==> config.mk <==
export PLATFORM = sky130hd
export DESIGN_NAME = ct_cmd_sequencer
export DESIGN_NICKNAME = d
export VERILOG_FILES = /design/src/rtl/ct_pkg.sv /design/src/rtl/ct_cmd_encode.sv /design/src/rtl/ct_cmd_sequencer.sv
export SDC_FILE = /design/constraint.sdc
export NUM_CORES = 1
export LEC_CHECK = 0
export ABC_AREA = 1
export CORE_MARGIN = 1.5
export CORE_UTILIZATION = 25
export CTS_BUF_LIST = sky130_fd_sc_hd__clkbuf_8 sky130_fd_sc_hd__clkbuf_16
export DETAILED_ROUTE_END_ITERATION = 7
export PLACE_DENSITY = 0.43
export SKIP_LAST_GASP = 1
export SLEW_MARGIN = 20
export SYNTH_ARGS = -nofsm -noshare
export SYNTH_HDL_FRONTEND = slang
export SYNTH_SLANG_ARGS = --single-unit
==> constraint.sdc <==
create_clock -name clk -period 1.3 [get_ports clk]
set_clock_uncertainty 0.15 [all_clocks]
set_input_delay 0.13 -clock clk [delete_from_list [all_inputs] [get_ports clk]]
set_output_delay 0.13 -clock clk [all_outputs]
set_load 0.02 [all_outputs]
==> src/rtl/ct_pkg.sv <==
`default_nettype none
// +----------------------------------------------------------------------------+
// | Module  : ct_pkg                                                           |
// | Brief   : CT latch command encodings and sequencer state codes.            |
// | Revision: 1.0                                                              |
// +----------------------------------------------------------------------------+
package ct_pkg;

  localparam logic [1:0] CT_TOGGLE = 2'b00;
  localparam logic [1:0] CT_RESET  = 2'b01;
  localparam logic [1:0] CT_SET    = 2'b10;
  localparam logic [1:0] CT_HOLD   = 2'b11;

  typedef enum logic [0:0] {
    S_IDLE = 1'b0,
    S_EMIT = 1'b1
  } state_t;

endpackage
`default_nettype wire

==> src/rtl/ct_cmd_encode.sv <==
`default_nettype none
// +----------------------------------------------------------------------------+
// | Module  : ct_cmd_encode                                                    |
// | Brief   : Chooses the {c,t} command that drives a CT latch to a target bit |
// |           given the current latch model.                                   |
// | Revision: 1.0                                                              |
// +----------------------------------------------------------------------------+
module ct_cmd_encode
  import ct_pkg::*;
#(
  parameter int unsigned PREFER_TOGGLE = 1
) (
  input  logic       target,
  input  logic       model_q,
  input  logic       model_known,
  output logic [1:0] cmd
);

  always_comb begin
    cmd = CT_HOLD;
    if (!model_known) begin
      cmd = target ? CT_SET : CT_RESET;
    end else if (target == model_q) begin
      cmd = CT_HOLD;
    end else if (PREFER_TOGGLE != 0) begin
      cmd = CT_TOGGLE;
    end else begin
      cmd = target ? CT_SET : CT_RESET;
    end
  end

endmodule
`default_nettype wire

==> src/rtl/ct_cmd_sequencer.sv <==
`default_nettype none
// +----------------------------------------------------------------------------+
// | Module  : ct_cmd_sequencer                                                 |
// | Brief   : Serialises target words MSB first into CT latch commands using   |
// |           an internal latch model. Define CT_FEEDBACK_CHECK_EN to add the   |
// |           q_fb feedback checker and sticky err_mismatch output.            |
// | Revision: 1.0                                                              |
// +----------------------------------------------------------------------------+
module ct_cmd_sequencer
  import ct_pkg::*;
#(
  parameter int unsigned WIDTH         = 8,
  parameter int unsigned PREFER_TOGGLE = 1
) (
  input  logic             clk,
  input  logic             rst_n,
  input  logic [WIDTH-1:0] in_data,
  input  logic             in_valid,
  output logic             in_ready,
  input  logic             clr_model,
  output logic             cmd_c,
  output logic             cmd_t,
  output logic             cmd_valid,
  input  logic             cmd_ready,
  output logic             cmd_last,
  output logic             busy
`ifdef CT_FEEDBACK_CHECK_EN
  ,
  input  logic             q_fb,
  output logic             err_mismatch
`endif
);

  localparam int unsigned      CNT_W    = $clog2(WIDTH);
  localparam logic [CNT_W-1:0] LAST_IDX = CNT_W'(WIDTH - 1);

  state_t           state_q, state_d;
  logic [WIDTH-1:0] shreg_q, shreg_d;
  logic [CNT_W-1:0] bit_cnt_q, bit_cnt_d;
  logic             cmd_c_q, cmd_c_d;
  logic             cmd_t_q, cmd_t_d;
  logic             cmd_valid_q, cmd_valid_d;
  logic             cmd_last_q, cmd_last_d;
  logic             model_bit_q, model_bit_d;
  logic             model_known_q, model_known_d;

  logic       hs;
  logic       load;
  logic       next_bit;
  logic [1:0] enc_cmd;

  assign hs       = cmd_valid_q & cmd_ready;
  assign in_ready = (state_q == S_IDLE) | (hs & cmd_last_q);
  assign load     = in_valid & in_ready;
  assign next_bit = load ? in_data[WIDTH-1] : shreg_q[WIDTH-2];

  // Next command is encoded against the model as it will be after this edge.
  always_comb begin
    model_bit_d   = model_bit_q;
    model_known_d = model_known_q;
    if (hs) begin
      model_bit_d   = shreg_q[WIDTH-1];
      model_known_d = 1'b1;
    end
    if (clr_model) begin
      model_known_d = 1'b0;
    end
  end

  ct_cmd_encode #(
    .PREFER_TOGGLE(PREFER_TOGGLE)
  ) u_encode (
    .target     (next_bit),
    .model_q    (model_bit_d),
    .model_known(model_known_d),
    .cmd        (enc_cmd)
  );

  always_comb begin
    state_d     = state_q;
    shreg_d     = shreg_q;
    bit_cnt_d   = bit_cnt_q;
    cmd_c_d     = cmd_c_q;
    cmd_t_d     = cmd_t_q;
    cmd_valid_d = cmd_valid_q;
    cmd_last_d  = cmd_last_q;
    case (state_q)
      S_IDLE: begin
        if (load) begin
          state_d              = S_EMIT;
          shreg_d              = in_data;
          bit_cnt_d            = '0;
          cmd_valid_d          = 1'b1;
          cmd_last_d           = 1'b0;
          {cmd_c_d, cmd_t_d}   = enc_cmd;
        end
      end
      S_EMIT: begin
        if (load) begin
          shreg_d              = in_data;
          bit_cnt_d            = '0;
          cmd_valid_d          = 1'b1;
          cmd_last_d           = 1'b0;
          {cmd_c_d, cmd_t_d}   = enc_cmd;
        end else if (hs && !cmd_last_q) begin
          shreg_d              = {shreg_q[WIDTH-2:0], 1'b0};
          bit_cnt_d            = bit_cnt_q + CNT_W'(1);
          cmd_last_d           = ((bit_cnt_q + CNT_W'(1)) == LAST_IDX);
          {cmd_c_d, cmd_t_d}   = enc_cmd;
        end else if (hs) begin
          state_d              = S_IDLE;
          cmd_valid_d          = 1'b0;
          cmd_last_d           = 1'b0;
        end
      end
      default: state_d = S_IDLE;
    endcase
  end

  always_ff @(posedge clk or negedge rst_n) begin
    if (!rst_n) begin
      state_q       <= S_IDLE;
      shreg_q       <= '0;
      bit_cnt_q     <= '0;
      cmd_c_q       <= 1'b1;
      cmd_t_q       <= 1'b1;
      cmd_valid_q   <= 1'b0;
      cmd_last_q    <= 1'b0;
      model_bit_q   <= 1'b0;
      model_known_q <= 1'b0;
    end else begin
      state_q       <= state_d;
      shreg_q       <= shreg_d;
      bit_cnt_q     <= bit_cnt_d;
      cmd_c_q       <= cmd_c_d;
      cmd_t_q       <= cmd_t_d;
      cmd_valid_q   <= cmd_valid_d;
      cmd_last_q    <= cmd_last_d;
      model_bit_q   <= model_bit_d;
      model_known_q <= model_known_d;
    end
  end

  assign cmd_c     = cmd_c_q;
  assign cmd_t     = cmd_t_q;
  assign cmd_valid = cmd_valid_q;
  assign cmd_last  = cmd_last_q;
  assign busy      = (state_q != S_IDLE);

`ifdef CT_FEEDBACK_CHECK_EN
  // Latch Q is compared one cycle after the command that should have set it.
  logic hs_dly_q;
  logic err_q, err_d;

  always_comb begin
    err_d = err_q;
    if (hs_dly_q && model_known_q && (q_fb != model_bit_q)) begin
      err_d = 1'b1;
    end
    if (clr_model) begin
      err_d = 1'b0;
    end
  end

  always_ff @(posedge clk or negedge rst_n) begin
    if (!rst_n) begin
      hs_dly_q <= 1'b0;
      err_q    <= 1'b0;
    end else begin
      hs_dly_q <= hs;
      err_q    <= err_d;
    end
  end

  assign err_mismatch = err_q;
`endif

endmodule
`default_nettype wire
# Yosys cells after proc, flatten, opt, wreduce, memory -nomap -nowiden

Cells that the tools add are included.

Flip-flop bits (word level): 18
Input bits: 13
Output and inout bits: 6

$add $sub $neg: 1
Eq/ne operators: 7
Multiplexer cells: 37
Bitwise operators: 5
Reductions and logical operators: 5

Operator list:

| kind                                                            | count |
|---|---|
| 8-bit 2-to-1 mux                                                | 3 |
| 1-bit 2-to-1 mux                                                | 21 |
| 8-bit case mux with 2 select lines                              | 1 |
| 1-bit case mux with 2 select lines                              | 5 |
| 3-bit 2-to-1 mux                                                | 3 |
| 2-bit 2-to-1 mux                                                | 3 |
| 3-bit by 1-bit != test with 1-bit output, second input constant | 2 |
| 3-bit case mux with 2 select lines                              | 1 |
| 4-bit by 1-bit != test with 1-bit output, second input constant | 1 |
| 2-bit AND reduction                                             | 2 |
| 3-bit by 1-bit adder with 3-bit output, second input constant   | 1 |
| 1-bit AND                                                       | 3 |
| 3-bit equality test, second input constant                      | 1 |
| 3-bit != test, second input constant                            | 1 |
| 3-bit AND reduction                                             | 1 |
| 2-bit != test, second input constant                            | 1 |
| 1-bit equality test                                             | 1 |
| 1-bit logical AND                                               | 1 |
| 1-bit zero test                                                 | 1 |
| 1-bit inverter                                                  | 1 |
| 1-bit OR                                                        | 1 |

# Longest topological paths before layout

Gate-level depths: netlist of the first run.

Word-level depth: 11
Depth in mapped cells: 8
Gate-level depth less buffers: 8

# Cells and area by module

Synthesis of the first run repeated with hierarchy kept, for this count alone.

Cells, all modules: 116
Area, all modules: 905.9 um2

By module, submodules not included:

| module           | instances | cells each | area an instance (um2) |
|---|---|---|---|
| ct_cmd_sequencer | 1         | 106        | 859.6 |
| ct_cmd_encode    | 1         | 10         | 46.3 |

# Worst setup path before layout of the first run

Ideal clock, no wire load.

Path kind: register to register
Start point: reg state_q (netlist: busy)
End point: reg cmd_c_q (netlist: cmd_c)
Setup time: 73 ps
Arrival time: 1,165 ps
Slack: -88 ps
Cell stages (with the launch flop): 8
Path buffers: 0
Path through: dfrtp_1 -> nand2_4 -> nand2_2 -> nand2_4 -> clkinv_2 -> nand2_1 -> inv_1 -> a21oi_1

Word-level cells in the longest chain between the ends: 10

Ends and longest elaborated chain:

| item                               | line                    | text |
|---|---|---|
| from (decl)                        | ct_cmd_sequencer.sv:37  | `state_t state_q, state_d;` |
| from (signal assigned)             | ct_cmd_sequencer.sv:132 | `state_q <= state_d;` |
| 1-bit inverter                     | n/a                     |  |
| 1-bit OR                           | ct_cmd_sequencer.sv:53  | `assign in_ready = (state_q == S_IDLE) \| (hs & cmd_last_q);` |
| 1-bit AND                          | ct_cmd_sequencer.sv:54  | `assign load = in_valid & in_ready;` |
| 1-bit 2-to-1 mux                   | ct_cmd_sequencer.sv:55  | `assign next_bit = load ? in_data[WIDTH-1] : shreg_q[WIDTH-2];` |
| 1-bit equality test                | ct_cmd_encode.sv:23     | `end else if (target == model_q) begin` |
| 2-bit 2-to-1 mux                   | ct_cmd_encode.sv:23     |  |
| 2-bit 2-to-1 mux                   | ct_cmd_encode.sv:21     | `if (!model_known) begin` |
| 1-bit 2-to-1 mux                   | ct_cmd_sequencer.sv:105 | `end else if (hs && !cmd_last_q) begin` |
| 1-bit 2-to-1 mux                   | ct_cmd_sequencer.sv:99  | `if (load) begin` |
| 1-bit case mux with 2 select lines | ct_cmd_sequencer.sv:87  | `case (state_q)` |
| to (signal assigned)               | ct_cmd_sequencer.sv:135 | `cmd_c_q <= cmd_c_d;` |
| to (decl)                          | ct_cmd_sequencer.sv:40  | `logic cmd_c_q, cmd_c_d;` |

Parallel ways exist; a longest one is shown, timed or not. The select of a mux whose other input is x is not followed.
A chain may end at the register's enable or synchronous reset.

# Worst setup path after layout of the first run

Start point: reg cmd_last_q (netlist: cmd_last)
End point: reg shreg_q[1]

Word-level cells in the longest chain between the ends: 5

Ends and longest elaborated chain:

| item                                                                             | line                    | text |
|---|---|---|
| from (decl)                                                                      | ct_cmd_sequencer.sv:43  | `logic cmd_last_q, cmd_last_d;` |
| from (signal assigned)                                                           | ct_cmd_sequencer.sv:138 | `cmd_last_q <= cmd_last_d;` |
| 1-bit AND                                                                        | ct_cmd_sequencer.sv:53  |  |
| 1-bit OR                                                                         | ct_cmd_sequencer.sv:53  |  |
| 1-bit AND                                                                        | ct_cmd_sequencer.sv:54  |  |
| 8-bit 2-to-1 mux (tied with other cells)                                         | ct_cmd_sequencer.sv:99  |  |
| 8-bit case mux with 2 select lines / 2-bit AND reduction (equally long branches) | n/a                     |  |
| to (signal assigned)                                                             | ct_cmd_sequencer.sv:133 | `shreg_q <= shreg_d;` |
| to (decl)                                                                        | ct_cmd_sequencer.sv:38  | `logic [WIDTH-1:0] shreg_q, shreg_d;` |

Parallel ways exist; a longest one is shown, timed or not.

==> metrics.md, run 1 <==
| Metric | Value |
|---|---|
| Synthesized instance count | `between 90 and 100` |
| Failing checks | `negative setup slack` |
| Critical path type | `reg -> reg` |
| Clk pwr share | `a little over two fifths` |
| Die area | `3870 um^2` |
| Most common cell on crit path | `nand2_4` |
| CP max stage delay | `~0.40 ns` |
| Yosys reg bits | `18` |
| Worst Tran Pin Value | `0.251 ns` |
| CP Cell Sequence | `inv_2, nand2_4, buf_6, nand2_2, nand2_4, buf_4, a22oi_2, nand2_1` |
| Drt total wl | `between 1.5 and 2 mm` |
| GRT overflow | `0` |
| Top delay family on crit path | `flip-flops` |
| Final hold slack | `approximately 0.062 ns` |
| Post-Layout Cell Count | `around 180` |
| Routed wire per std cell | `between 10 and 15 um` |
| I/O Buffers | `18` |
| P_leak | `slightly below 0.7 nW` |
| Cell count after placement | `173` |
| Worst rel slew slack | `about 83%` |
| Chip Width | `roughly 62 um` |
| Iter 0 DRT Violations | `24` |
| Combinational Power Share | `between 7 and 8%` |
| Synth Area per Inst | `9.14 um^2` |
| Pwr dens | `approximately 790 nW/um^2` |
| Core Util, Final | `41.6%` |
| H-tree Lvls | `1` |
| Final Worst Setup Slack | `-0.137 ns` |
| Boundary pin count | `19` |
| Layout Nets | `152` |
| Worst path slowest cell | `dfrtp_2` |
| Total GRT Usage | `about 11%` |
| Largest net degree at the start of global routing | `19` |
| DR vias | `766` |
| Minimum clock period | `around 1.4 ns` |
| Syn Nets | `around 110` |
| CP Max Fanout | `8` |
| Sink Count | `18` |
| Die H | `roughly 62 um` |
| YS warnings | `0` |
| Area of the multi-input gates | `447 um^2` |
| Seq/Total Area, Yosys | `around half` |
| Post-DRT Antenna Nets | `0` |
| Hold_buf cts | `0` |
| CTS tree | `yes` |
| Final Cycle Share | `111%` |
| Root Buffer | `clkbuf_8` |
| Psw | `0.000225 W` |
| Synthesized area | `~880 um^2` |
| Max-cap violations | `0` |
| Vias in the first global route | `776` |
| Sequential share of power | `between 50% and 60%` |
| Internal Power | `0.000878 W` |
| Clk slew on worst S/H paths | `around 0.070 ns` |
| Row count | `21` |
| Highest-count cells in the layout ignoring fill and taps | `nand2_1, buf_4, dfrtp_1` |
| Switch share | `around a fifth` |
| Layout cells sized above 1 | `approximately 43%` |
| Area after DPL | `between 1000 and 1500 um^2` |
| Synth-to-layout area growth | `59.3%` |
| Fin. max-slew vios | `0` |
| Core footprint | `between 3000 and 4000 um^2` |
| Number of diodes | `0` |
| Arrival @ worst endpoint | `1.43 ns` |
| Crit path launch type | `flip-flop` |
| Sequential standard cell area | `between 400 and 500 um^2` |
| Remaining DRCs | `0` |
| Clock Path Buffers | `2` |
| RSZ-0062 raised after global routing | `yes` |
| Worst vdd ir | `0.530 mV` |
| Leading cell type in the layout, fill and taps excluded | `nand2_1` |
| Finish-stage setup viols | `13` |
| Tot Pwr | `approximately 0.0011 W` |
| Worst setup EP type | `flip-flop` |
| Via/cell ratio | `roughly 4.2` |
| Initial core utilization | `between 20% and 30%` |
| Number of buffers created by CTS | `3` |
| Fill count | `376` |
| Fmax achieved | `between 600 and 700 MHz` |
| Buffer and inverter count on the worst path | `3` |
| Clk Latency, worst-skew pair | `roughly 0.25 ns` |
| Pre-antenna DRT Iters | `4` |
| Initial antenna violation count | `0` |
| Design area | `1400 um^2` |
| Hold Crit Class | `in -> async` |
| First-pass GRT wire length | `3.39 mm` |
| Final GP Congestion | `approximately 0.74` |
| Half-perimeter wire length after detailed placement | `1.38 mm` |
| Final Hold Fails | `0` |
| CP required | `around 1.3 ns` |
| Count of cell types in the netlist | `25` |
| Status | `finished with violations` |
==> layout make-up <==
| cell class | count | share of cell area (%) |
|---|---|---|
| repair buffers | 36 | 22.8 |
| flip-flops and latches | 18 | 32.7 |
| inverters | 14 | 4.48 |
| well taps | 46 | 4.12 |
| clock buffers | 4 | 3.94 |
| multi-input cells | 64 | 32.0 |
==> flip-flops by register name, summed over array words and instances, names as in the netlist <==
| register | count |
|---|---|
| shreg_q | 8 |
| bit_cnt_q | 3 |
| busy | 1 |
| cmd_c | 1 |
| cmd_last | 1 |
| cmd_t | 1 |
| cmd_valid | 1 |
| model_bit_q | 1 |
| model_known_q | 1 |
==> worst paths after layout <==
kind,from,to,slack (ns),cells past startpoint
worst min register to register,model_bit_q,model_bit_q,0.33,2
worst max-delay path,cmd_last,shreg_q[1],-0.14,8
worst max register to register,cmd_last,shreg_q[1],-0.14,8
min in group clk,in_data[3],shreg_q[3],0.26,3
worst min-delay path,rst_n,cmd_last,0.06,2
max in group asynchronous,rst_n,cmd_c,0.67,2
==> cell usage after synthesis, drive strengths merged <==
library cell / number / area share, %
nand4: 2 / 1.4
o221ai: 1 / 1.0
nand2: 31 / 16
dfrtp: 16 / 46
o21bai: 1 / 0.86
o21ai: 3 / 1.7
ha: 2 / 2.9
dfstp: 2 / 6.0
inv: 13 / 5.6
nor2: 5 / 3.0
o211ai: 1 / 0.86
clkinv: 1 / 0.57
nand3: 6 / 4.0
xor2: 1 / 1.0
a21oi: 3 / 1.7
a22oi: 4 / 3.4
o22ai: 1 / 0.71
a211oi: 1 / 1.4
nand3b: 1 / 0.86
a22o: 1 / 1.0
==> per-layer routing <==
metal | up-vias | global-route usage, % | wire length (um)
li1 | 398 | - | -
met1 | 350 | 14.5 | 955
met2 | 16 | 17.4 | 878
met3 | 2 | 2.54 | 75
met4 | 0 | 5.00 | 13
met5 | - | 0 | 0
==> what timing repair did <==
action | in CTS | in global routing
pin swaps | 1 | 11
setup endpoints to repair | 20 | 17
gates resized for setup | 28 | 17
buffers inserted | 1 | 5
==> power groups by stage <==
| stage | sequential, W | clock, W | combinational [W] |
|---|---|---|---|
| after detailed placement | 0.000573 | 0 | 0.0000784 |
| after global placement | 0.000573 | 0 | 0.0000781 |
| after floorplan | 0.000575 | 0 | 0.0000115 |
| final | 0.000563 | 0.000460 | 0.0000801 |
| after global routing | 0.000563 | 0.000509 | 0.0000886 |
| after CTS | 0.000563 | 0.000482 | 0.0000781 |
==> metrics by stage <==
step	worst slack (ns)	TNS [ns]
after floorplan	0.00338	0
after global placement	-0.442	-4.92
after detailed placement	-0.484	-5.27
after CTS	-0.175	-1.35
after global routing	-0.217	-2.09
final	-0.137	-0.994
==> worst register-to-register path, delay by kind of cell (launching register included) <==
| kind | cells | cell delay (ns) |
|---|---|---|
| flops | 1 | 0.40 |
| buf+inv | 3 | 0.37 |
| simple gates | 4 | 0.30 |
| compound gates | 1 | 0.10 |
==> logic make-up (layout without fill, tap and decap cells) <==
family | after synthesis | after routing | share of synthesized area (%)
adder cells (fa/ha/maj) | 2 | 2 | 2.85
flip-flops | 18 | 18 | 51.6
AND/OR/NAND/NOR | 45 | 45 | 25.7
AO/OA/AOI/OAI | 16 | 16 | 12.7
buffers and inverters | 14 | 54 | 6.13
XOR/XNOR | 1 | 1 | 0.999
Note: power is estimated with default switching activity, not from simulation.
==> run 2, diff against run 1 <==
- PLACE_DENSITY: 0.43 -> 0.59
- SETUP_SLACK_MARGIN: not set -> 0.4
==> run 2 against run 1 <==
The flow still finishes with violations (negative setup slack). First-iteration DRC count fell by 13%. Die area did not move. Design area rose by 1.8%. Core utilization rose by 0.74 points. Global-route usage rose by 0.48 points. Combinational power rose by 13%. Power fell by 4.6%. Non-clock buffer count rose by 2. Largest cell class unchanged. Highest routed layer unchanged.
==> metrics.md, run 2 (same netlist as run 1, synthesis figures left out) <==
| Metric | Value |
|---|---|
| Row count | `21 (unchanged)` |
| Boundary pin count | `19 (unchanged)` |
| Drt total wl | `1.94 mm (+0.83%)` |
| Worst rel slew slack | `83.0% (-0.17 points)` |
| Buffer and inverter count on the worst path | `3 (unchanged)` |
| Hold Crit Class | `in -> async` |
| Leading cell type in the layout, fill and taps excluded | `nand2_1` |
| Minimum clock period | `1.44 ns (+0.00542 ns)` |
| P_leak | `0.706 nW (+5.0%)` |
| Root Buffer | `clkbuf_8` |
| TNS Setup | `-1.08 ns (-0.0841 ns)` |
| Pwr dens | `740 nW/um^2 (-6.2%)` |
| Crit path launch type | `flip-flop` |
| Vias in the first global route | `840 (+8.2%)` |
| CTS tree | `yes` |
| CP startpoint | `cmd_last` |
| Highest-count cells in the layout ignoring fill and taps | `nand2_1, buf_4, dfrtp_1` |
| Critical path type | `reg -> reg` |
| First-pass GRT wire length | `3.49 mm (+3.1%)` |
| Fin. max-slew vios | `0 (unchanged)` |
| Top delay family on crit path | `flip-flops` |
| Worst path slowest cell | `dfrtp_2` |
| Sequential standard cell area | `457 um^2 (unchanged)` |
| Area of the multi-input gates | `455 um^2 (+2.0%)` |
| Clock Path Buffers | `2 (unchanged)` |
| Via/cell ratio | `4.32 (+2.7%)` |
| CP Cell Sequence | `inv_2, nand2_4, buf_6, nand2_4, nand2_4, buf_4, a22o_1` |
| CP Max Fanout | `8 (unchanged)` |
| DR vias | `795 (+3.8%)` |
| I/O Buffers | `18 (unchanged)` |
| Total GRT Usage | `11.5% (+0.48 points)` |
| Most flop-heavy register | `shreg_q` |
| Die area | `3870 um^2 (unchanged)` |
| Final GP Congestion | `0.777 (+4.3%)` |
| Most common cell on crit path | `nand2_4` |
| Clk Latency, worst-skew pair | `0.25 ns (about the same)` |
| Layout cells sized above 1 | `44.2% (+0.82 points)` |
| Number of buffers created by CTS | `3 (unchanged)` |
| CP required | `1.29 ns (about the same)` |
| Tot Pwr | `0.00105 W (-4.6%)` |
| Clk slew on worst S/H paths | `0.07 ns (about the same)` |
| Remaining DRCs | `0 (unchanged)` |
| Iter 0 DRT Violations | `21 (-13%)` |
| Post-DRT Antenna Nets | `0 (unchanged)` |
| Worst vdd ir | `0.289 mV (-46%)` |
| Fmax achieved | `693 MHz (-0.38%)` |
| Cell count after placement | `171 (-1.2%)` |
| Initial core utilization | `26.1% (unchanged)` |
| Sink Count | `18 (unchanged)` |
| Die H | `62.2 um (unchanged)` |
| Arrival @ worst endpoint | `1.44 ns (about the same)` |
| Failing checks | `negative setup slack` |
| Largest net degree at the start of global routing | `19 (unchanged)` |
| Hold_buf cts | `0 (unchanged)` |
| Core Util, Final | `42.3% (+0.74 points)` |
| Initial antenna violation count | `0 (unchanged)` |
| Final Cycle Share | `111% (+0.42 points)` |
| Worst Tran Pin Value | `0.254 ns (+0.00240 ns)` |
| Pre-antenna DRT Iters | `4 (unchanged)` |
| Number of diodes | `0 (unchanged)` |
| Chip Width | `62.2 um (unchanged)` |
| Max-cap violations | `0 (unchanged)` |
| RSZ-0062 raised after global routing | `yes` |
| Biggest regs | `shreg_q (8), bit_cnt_q (3)` |
| Fill count | `377 (+0.27%)` |
| H-tree Lvls | `1 (unchanged)` |
| Half-perimeter wire length after detailed placement | `1.30 mm (-5.5%)` |
| Finish-stage setup viols | `16 (+3)` |
| Post-Layout Cell Count | `184 (+1.1%)` |
| Worst setup EP type | `flip-flop` |
| Layout Nets | `154 (+1.3%)` |
| Routed wire per std cell | `10.5 um (-0.26%)` |
| Final Hold Fails | `0 (unchanged)` |
| GRT overflow | `0 (unchanged)` |
| Final Worst Setup Slack | `-0.143 ns (-0.00542 ns)` |
| Setup slack after placement | `-0.450 ns (+0.0347 ns)` |
| CP max stage delay | `0.40 ns (about the same)` |
| Synth-to-layout area growth | `62.2%` |
| Status | `finished with violations` |
| Core footprint | `3360 um^2 (unchanged)` |
| RR Startpoint | `cmd_last` |
| Max FFs per register | `8 (unchanged)` |
run 2: cell count changes in the layout (fill, tap and decap cells not counted), moves of 2 or more:
cell,delta
inv_2,+3
buf_6,+5
nand2_4,+3
buf_2,-2
a22oi_2,-4
a22oi_1,+4
nand2_1,-3
run 2: report_power, final:
part           switching, W   total, W  internal (W)
registers       0.000000955   0.000563      0.000562
clock network      0.000188   0.000398      0.000210
logic             0.0000356  0.0000909     0.0000553
total              0.000225    0.00105      0.000827
run 2: metrics by stage:
stage          hold WS (ns)  area [um^2]
2_1_floorplan        -0.316          892
3_3_place_gp          0.329         1210
3_5_place_dp          0.328         1210
4_1_cts              0.0602         1350
5_1_grt              0.0784         1420
6_report             0.0544         1420
run 2: metal layers:
layer  vias to the layer above  part of all wire, %  track usage, %
met3                         5                  5.4            2.90
met2                        23                   49            19.3
met1                       366                   42            13.0
li1                        401                    -               -
met4                         0                  2.7            7.50
met5                         -                    0               0
run 2: final timing paths:
check / slack (ns) / cells after the start / end
worst max-delay path: -0.14 / 7 / shreg_q[0]
worst min-delay path: 0.05 / 2 / shreg_q[4]
worst max register to register: -0.14 / 7 / shreg_q[0]
worst min register to register: 0.34 / 2 / shreg_q[5]
max in group asynchronous: 0.69 / 2 / cmd_c
min in group clk: 0.26 / 3 / shreg_q[1]
run 2: area by class of cell:
class / count / share of cell area [%]
Tap cell: 46 / 4.05
Timing Repair Buffer: 38 / 24.5
Clock inverter: 1 / 0.264
Multi-Input combinational cell: 64 / 32.0
Clock buffer: 3 / 2.90
Sequential cell: 18 / 32.1
Inverter: 14 / 4.22
run 2: repair_timing:
action | in CTS | in global routing
pin swaps | 5 | 7
buffers inserted | 4 | 5
endpoints found under the setup margin | 24 | 24
gates cloned | 0 | 0
resized for setup | 46 | 8
run 2: worst register-to-register path, delay by kind of cell, from the launching register on:
kind / cells / cell delay, ns
flip-flops: 1 / 0.40
AO/OA/AOI/OAI: 1 / 0.20
buffers and inverters: 3 / 0.36
AND/OR/NAND/NOR: 3 / 0.22
==> run 3, diff against run 2 <==
- ABC_CLOCK_PERIOD_IN_PS: not set -> 1300
==> results of run 3 <==
Final layout, timing and power as in run 2 (identical DEF).
